[src/rtl/ncap_intr_ctrl.sv]
// NCAP interrupt delivery: monitor event -> MSI request -> driver ack -> holdoff,
// with a one-deep coalescing backlog slot. Optional ack timeout/retry via NCAP_INTR_TIMEOUT_EN.
module ncap_intr_ctrl #(
    parameter int CNT_W = 16
) (
    input  logic             clk,
    input  logic             rst,
    input  logic             ncap_intr,
    input  logic             ncap_intr_type,
    input  logic [31:0]      holdoff,
    input  logic [31:0]      ack_timeout,
    output logic             msi_req,
    output logic             msi_vector,
    input  logic             msi_grant,
    input  logic             drv_ack,
    output logic             busy,
    output logic             cur_type,
    output logic             pend_valid,
    output logic [CNT_W-1:0] sent_count,
    output logic [CNT_W-1:0] drop_count
);

    typedef enum logic [3:0] {
        S_IDLE     = 4'b0001,
        S_REQ      = 4'b0010,
        S_WAIT_ACK = 4'b0100,
        S_HOLDOFF  = 4'b1000
    } state_t;

    state_t           state_q, state_d;
    logic             cur_type_q, cur_type_d;
    logic             pend_valid_q, pend_valid_d;
    logic             pend_type_q, pend_type_d;
    logic [CNT_W-1:0] sent_count_q, sent_count_d;
    logic [CNT_W-1:0] drop_count_q, drop_count_d;
    logic [31:0]      hold_cnt_q, hold_cnt_d;
    logic             msi_req_q, msi_req_d;
    logic             msi_vector_q, msi_vector_d;
    logic             busy_q, busy_d;

`ifdef NCAP_INTR_TIMEOUT_EN
    logic [31:0]      wait_cnt_q, wait_cnt_d;
    logic             ack_expired;

    // Fires on the ack_timeout-th cycle spent in WAIT_ACK.
    assign ack_expired = (ack_timeout != 32'd0) && ((wait_cnt_q + 32'd1) == ack_timeout);
`else
    logic             unused_ack_timeout;

    assign unused_ack_timeout = ^ack_timeout;
`endif

    always_comb begin
        state_d      = state_q;
        cur_type_d   = cur_type_q;
        pend_valid_d = pend_valid_q;
        pend_type_d  = pend_type_q;
        sent_count_d = sent_count_q;
        drop_count_d = drop_count_q;
        hold_cnt_d   = hold_cnt_q;
`ifdef NCAP_INTR_TIMEOUT_EN
        wait_cnt_d   = wait_cnt_q;
`endif

        case (state_q)
            S_IDLE: begin
                if (pend_valid_q) begin
                    // Backlog goes first; a simultaneous new event refills the slot without a drop.
                    cur_type_d   = pend_type_q;
                    pend_valid_d = ncap_intr;
                    if (ncap_intr) begin
                        pend_type_d = ncap_intr_type;
                    end
                    state_d      = S_REQ;
                end else if (ncap_intr) begin
                    cur_type_d = ncap_intr_type;
                    state_d    = S_REQ;
                end
            end

            S_REQ: begin
                if (msi_grant) begin
                    sent_count_d = sent_count_q + CNT_W'(1);
                    state_d      = S_WAIT_ACK;
`ifdef NCAP_INTR_TIMEOUT_EN
                    wait_cnt_d   = 32'd0;
`endif
                end
            end

            S_WAIT_ACK: begin
                if (drv_ack) begin
                    if (holdoff == 32'd0) begin
                        state_d = S_IDLE;
                    end else begin
                        hold_cnt_d = holdoff;
                        state_d    = S_HOLDOFF;
                    end
`ifdef NCAP_INTR_TIMEOUT_EN
                end else if (ack_expired) begin
                    state_d = S_REQ;
                end else begin
                    wait_cnt_d = wait_cnt_q + 32'd1;
`endif
                end
            end

            S_HOLDOFF: begin
                hold_cnt_d = hold_cnt_q - 32'd1;
                if (hold_cnt_q <= 32'd1) begin
                    hold_cnt_d = 32'd0;
                    state_d    = S_IDLE;
                end
            end

            default: begin
                state_d = S_IDLE;
            end
        endcase

        // Events arriving while busy land in the slot; newest type wins on overwrite.
        if ((state_q != S_IDLE) && ncap_intr) begin
            pend_type_d = ncap_intr_type;
            if (!pend_valid_q) begin
                pend_valid_d = 1'b1;
            end else if (!(&drop_count_q)) begin
                drop_count_d = drop_count_q + CNT_W'(1);
            end
        end
    end

    always_comb begin
        msi_req_d    = (state_d == S_REQ);
        msi_vector_d = cur_type_d;
        busy_d       = (state_d != S_IDLE);
    end

    always_ff @(posedge clk) begin
        if (rst) begin
            state_q      <= S_IDLE;
            cur_type_q   <= 1'b0;
            pend_valid_q <= 1'b0;
            pend_type_q  <= 1'b0;
            sent_count_q <= '0;
            drop_count_q <= '0;
            hold_cnt_q   <= 32'd0;
            msi_req_q    <= 1'b0;
            msi_vector_q <= 1'b0;
            busy_q       <= 1'b0;
`ifdef NCAP_INTR_TIMEOUT_EN
            wait_cnt_q   <= 32'd0;
`endif
        end else begin
            state_q      <= state_d;
            cur_type_q   <= cur_type_d;
            pend_valid_q <= pend_valid_d;
            pend_type_q  <= pend_type_d;
            sent_count_q <= sent_count_d;
            drop_count_q <= drop_count_d;
            hold_cnt_q   <= hold_cnt_d;
            msi_req_q    <= msi_req_d;
            msi_vector_q <= msi_vector_d;
            busy_q       <= busy_d;
`ifdef NCAP_INTR_TIMEOUT_EN
            wait_cnt_q   <= wait_cnt_d;
`endif
        end
    end

    assign msi_req    = msi_req_q;
    assign msi_vector = msi_vector_q;
    assign busy       = busy_q;
    assign cur_type   = cur_type_q;
    assign pend_valid = pend_valid_q;
    assign sent_count = sent_count_q;
    assign drop_count = drop_count_q;

endmodule

[config.mk]
export PLATFORM = sky130hd
export DESIGN_NAME = ncap_intr_ctrl
export DESIGN_NICKNAME = d
export VERILOG_FILES = /design/src/rtl/ncap_intr_ctrl.sv
export SDC_FILE = /design/constraint.sdc
export NUM_CORES = 1
export LEC_CHECK = 0
export BUFFER_PORTS_ARGS = -buffer_cell sky130_fd_sc_hd__buf_4
export CAP_MARGIN = 20
export CELL_PAD_IN_SITES_DETAIL_PLACEMENT = 0
export CELL_PAD_IN_SITES_GLOBAL_PLACEMENT = 1
export CORE_MARGIN = 4
export CORE_UTILIZATION = 42
export DETAILED_ROUTE_END_ITERATION = 12
export PLACE_DENSITY_LB_ADDON = 0.1
export SYNTH_ARGS = -nofsm -noshare
export SYNTH_HDL_FRONTEND = slang
export SYNTH_SLANG_ARGS = --single-unit
[constraint.sdc]
create_clock -name clk -period 7.1 [get_ports clk]
set_input_delay 1.42 -clock clk [delete_from_list [all_inputs] [get_ports clk]]
set_output_delay 1.42 -clock clk [all_outputs]
set_load 0.1 [all_outputs]
==> impl_summary.log <==
[metrics] pre-CTS setup slack: 3220 ps
[metrics] CTS tree: yes
[metrics] post-synthesis compound-gate area fraction: 0.201
[metrics] Die Footprint: 11400 µm²
[metrics] RSZ-0062 raised after global routing: no
[metrics] half-perimeter wire length after detailed placement: 7960 µm
[metrics] TritonRoute pass-1 iters: 5
[metrics] largest net degree at the start of global routing: 89
[metrics] element type at the critical path end: flop
[metrics] number of buffers added by the clock tree synthesis step: 9
[metrics] RD Place Congestion: 0.814
[metrics] nature of the critical path startpoint: input port
[metrics] filler cell count in the final layout: 942
[metrics] via-per-instance ratio: 5.90
[metrics] final worst path period share: 0.462
[metrics] dpl cells: 681
[metrics] r2r worst-path depth: 5
[metrics] Final min period: 3280 ps
[metrics] Adder-Cell Fraction of Synth Area: 0.0122
[metrics] most common library cell in the layout ignoring fill and taps: buf_4
[metrics] cell count after synthesis: 510
[metrics] count of synthesis-stage warnings from yosys: 0
[metrics] final total negative setup slack: 0 ps
[metrics] Syn Area/Cell: 8.06 µm²
[metrics] placed instance area: 4730 µm²
[metrics] Synth top area share: 0.356
[metrics] biggest area contributors in the synthesized netlist: dfxtp_1 36%, nor2_1 5.0%, xnor2_1 4.3%
[metrics] total leakage power: 1.85 nW
[metrics] count of clock tree sinks: 73
[metrics] placeable core region: 9370 µm²
[metrics] clock transition at the registers of the reported paths: 70 ps
[metrics] share of cells above drive strength 1: 0.182
[metrics] Slowest cell on crit path: nor4_1
[metrics] register area: 1460 µm²
[metrics] Max Buffers Root-to-Sink: 2
[metrics] Crit Path Class: in -> reg
[metrics] Max-Cap Viols: 0
[metrics] number of I/O pins: 107
[metrics] dominant cell type by area after synthesis: dfxtp_1
[metrics] proportion of synthesized chip area in sequential cells: 0.356
[metrics] hold_sp: hold_cnt_q[14]$_SDFFE_PP0P_
[metrics] share of the synthesized netlist area taken by xor and xnor gates: 0.0618
[metrics] DRC violation count after routing: 0
[metrics] CTS Root Buffer Type: clkbuf_8
[metrics] starting density of the core: 0.438
[metrics] flop-to-flop setup slack: 4130 ps
[metrics] overall via count from detail_route: 4122
[metrics] outcome: finished clean
[metrics] Max Fanout on Critical Path: 18
[metrics] Worst Hold Path EP: hold_cnt_q[14]$_SDFFE_PP0P_
[metrics] number of stages on the worst hold path: 2
[metrics] wire length per cell after detailed routing: 16.9 µm
[metrics] count of state elements after synthesis: 73
[metrics] Slowest Stage Delay on Critical Path: 530 ps
[metrics] antenna violations before repair: 0
[metrics] violation count after the first detailed-routing iteration: 349
[metrics] highest-count cells in the layout ignoring fill and taps: 80 x buf_4, 73 x dfxtp_1, 55 x nor2_1, 29 x nand2_1, 27 x nand3_1
[metrics] largest family of logic cells by synthesized area: simple AND/OR/NAND/NOR gates
[metrics] Cell variety after synth: 57
[metrics] Cell Chain, Critical Path: buf_4, nor4_1, and4_1, a21o_1, buf_8, a22oi_1, o32ai_1
[metrics] residual overflow from global routing: 0
[metrics] count of flip-flops with a built-in enable after synthesis: 0
[metrics] most used flip-flop cell after synthesis: dfxtp_1
[metrics] Worst-Margin Slew: 967 ps
[metrics] endpoint arrival time on the critical path: 3540 ps
[metrics] fmax: 305 MHz
[metrics] vertical die dimension: 107 µm
[metrics] reg2reg end: hold_cnt_q[10]$_SDFFE_PP0P_
[metrics] number of global-route vias before repair: 3725
[metrics] global-route wire length before repair: 19300 µm
[metrics] ys async rst share: 0
[metrics] remaining antenna violation count after routing: 0
[metrics] number of buffers inserted by port buffering: 74
[metrics] area of all placed cells without fillers: 4980 µm²
[metrics] footprint of the multi-input gates: 2480 µm²
[metrics] Netlist Area Pre-Place: 4110 µm²
[metrics] number of levels the H-tree was split into: 3
[metrics] Final Hold Fails: 0
[metrics] post-synthesis share of cell area spent on and, or, nand and nor gates: 0.316
[metrics] Power, Total: 0.000880 W
[metrics] fraction of synthesized area in multiplexers: 0.00731
[metrics] Worst-Skew Late Latency: 360 ps
[metrics] number of hold buffers added after CTS: 0
[metrics] total of endpoints with negative setup slack in the final report: 0
[metrics] post-layout worst setup margin: 3820 ps
[metrics] cts repair resizes: 0
[metrics] post-route insts no fill: 699
[metrics] r2r startpoint: hold_cnt_q[15]$_SDFFE_PP0P_
[metrics] area overhead of the layout relative to synthesis: 21.2%
[metrics] worst endpoint required time: 7360 ps
[metrics] peak supply drop: 0.102 mV
[metrics] worst clock skew: 9.16 ps
[metrics] number of max-slew violations in the final report: 0
[metrics] setup fix buffers added after clock tree synthesis: 0
[metrics] final wirelength: 11800 µm
[metrics] x dimension of the die: 107 µm
[metrics] Total GRT Usage: 0.209
[metrics] synthesized netlist net count: 584
[metrics] Hold WC Path Type: reg -> reg
[metrics] power per cell area: 177 nW/µm²
[metrics] final net count: 639
[metrics] tightest slew margin relative to the limit: 0.354
[metrics] antenna cell count: 0
[metrics] placement row count: 35
-- synthesized netlist by cell type (all sizes together), types with 4 or more instances --
| cell type | count |
|---|---|
| nand2 | 29 |
| xnor2 | 20 |
| xor2 | 9 |
| clkbuf | 27 |
| o32ai | 4 |
| nor3 | 24 |
| a21oi | 15 |
| or4 | 10 |
| a22oi | 19 |
| a32oi | 10 |
| nor2 | 55 |
| buf | 10 |
| nor4 | 27 |
| o21ai | 14 |
| ha | 4 |
| and4 | 7 |
| dfxtp | 73 |
| a2bb2oi | 7 |
| inv | 10 |
| nor4b | 5 |
| a211oi | 6 |
| a31oi | 10 |
| o22ai | 12 |
| nand2b | 15 |
| or3 | 10 |
| nand3 | 27 |
| nand4 | 13 |
-- sequential cells by signal, indices dropped and copies added, names as in the netlist --
register,flops
hold_cnt_q,32
drop_count,16
sent_count,16
state_q,4
busy,1
msi_req,1
msi_vector,1
pend_type_q,1
pend_valid,1
-- final cells by class --
cell class | count | share of cell area
well taps | 129 | 0.0324
flip-flops and latches | 73 | 0.294
clock inverters | 2 | 0.0121
inverters | 10 | 0.00754
repair buffers | 81 | 0.124
clock buffers | 14 | 0.0327
multi-input cells | 390 | 0.498
-- cells by family (layout without fill, tap and decap cells) --
family                   count (synthesis)  in the layout
AO/OA/AOI/OAI                          115            115
AND/OR/NAND/NOR                        239            239
flip-flops                              73             73
buffers and inverters                   47            107
adder cells (fa/ha/maj)                  4              4
XOR/XNOR                                29             29
multiplexers                             3              3
-- worst max-delay path, delay by kind of cell --
kind / cells / cell delay [ps]
and+or+nand+nor: 2 / 880
AOI/OAI and AO/OA: 3 / 850
buffers and inverters: 2 / 360
-- power by group --
| group | internal, W | switching, W |
|---|---|---|
| Clock | 0.000218 | 0.000155 |
| Sequential | 0.000414 | 0.00000541 |
| Combinational | 0.0000291 | 0.0000580 |
-- layer usage --
| metal | GRT usage | wire length, µm | up-vias |
|---|---|---|---|
| met1 | 0.314 | 5760 | 1935 |
| li1 | - | - | 2047 |
| met5 | 0 | 0 | - |
| met4 | 0.0447 | 93 | 0 |
| met3 | 0.0518 | 702 | 12 |
| met2 | 0.300 | 5250 | 128 |
-- how the worst max path moves through the flow --
stage                                          start  depth (start not counted)                          end
after global routing                     holdoff[17]                          7  hold_cnt_q[21]$_SDFFE_PP0P_
final                                    holdoff[17]                          7  hold_cnt_q[21]$_SDFFE_PP0P_
after floorplan           drop_count[7]$_SDFFE_PP0P_                          6   drop_count[0]$_SDFFE_PP0P_
after detailed placement                 holdoff[17]                          6  hold_cnt_q[18]$_SDFFE_PP0P_
after CTS                                holdoff[17]                          6  hold_cnt_q[21]$_SDFFE_PP0P_
after global placement                   holdoff[17]                          6  hold_cnt_q[18]$_SDFFE_PP0P_
-- per-stage QoR --
step                      utilization  hold WS (ps)
after detailed placement        0.505           470
after CTS                       0.529           483
after global routing            0.531           522
final                           0.531           489
after global placement          0.505           465
after floorplan                     -           452
Note: power is estimated with default switching activity, not from simulation.
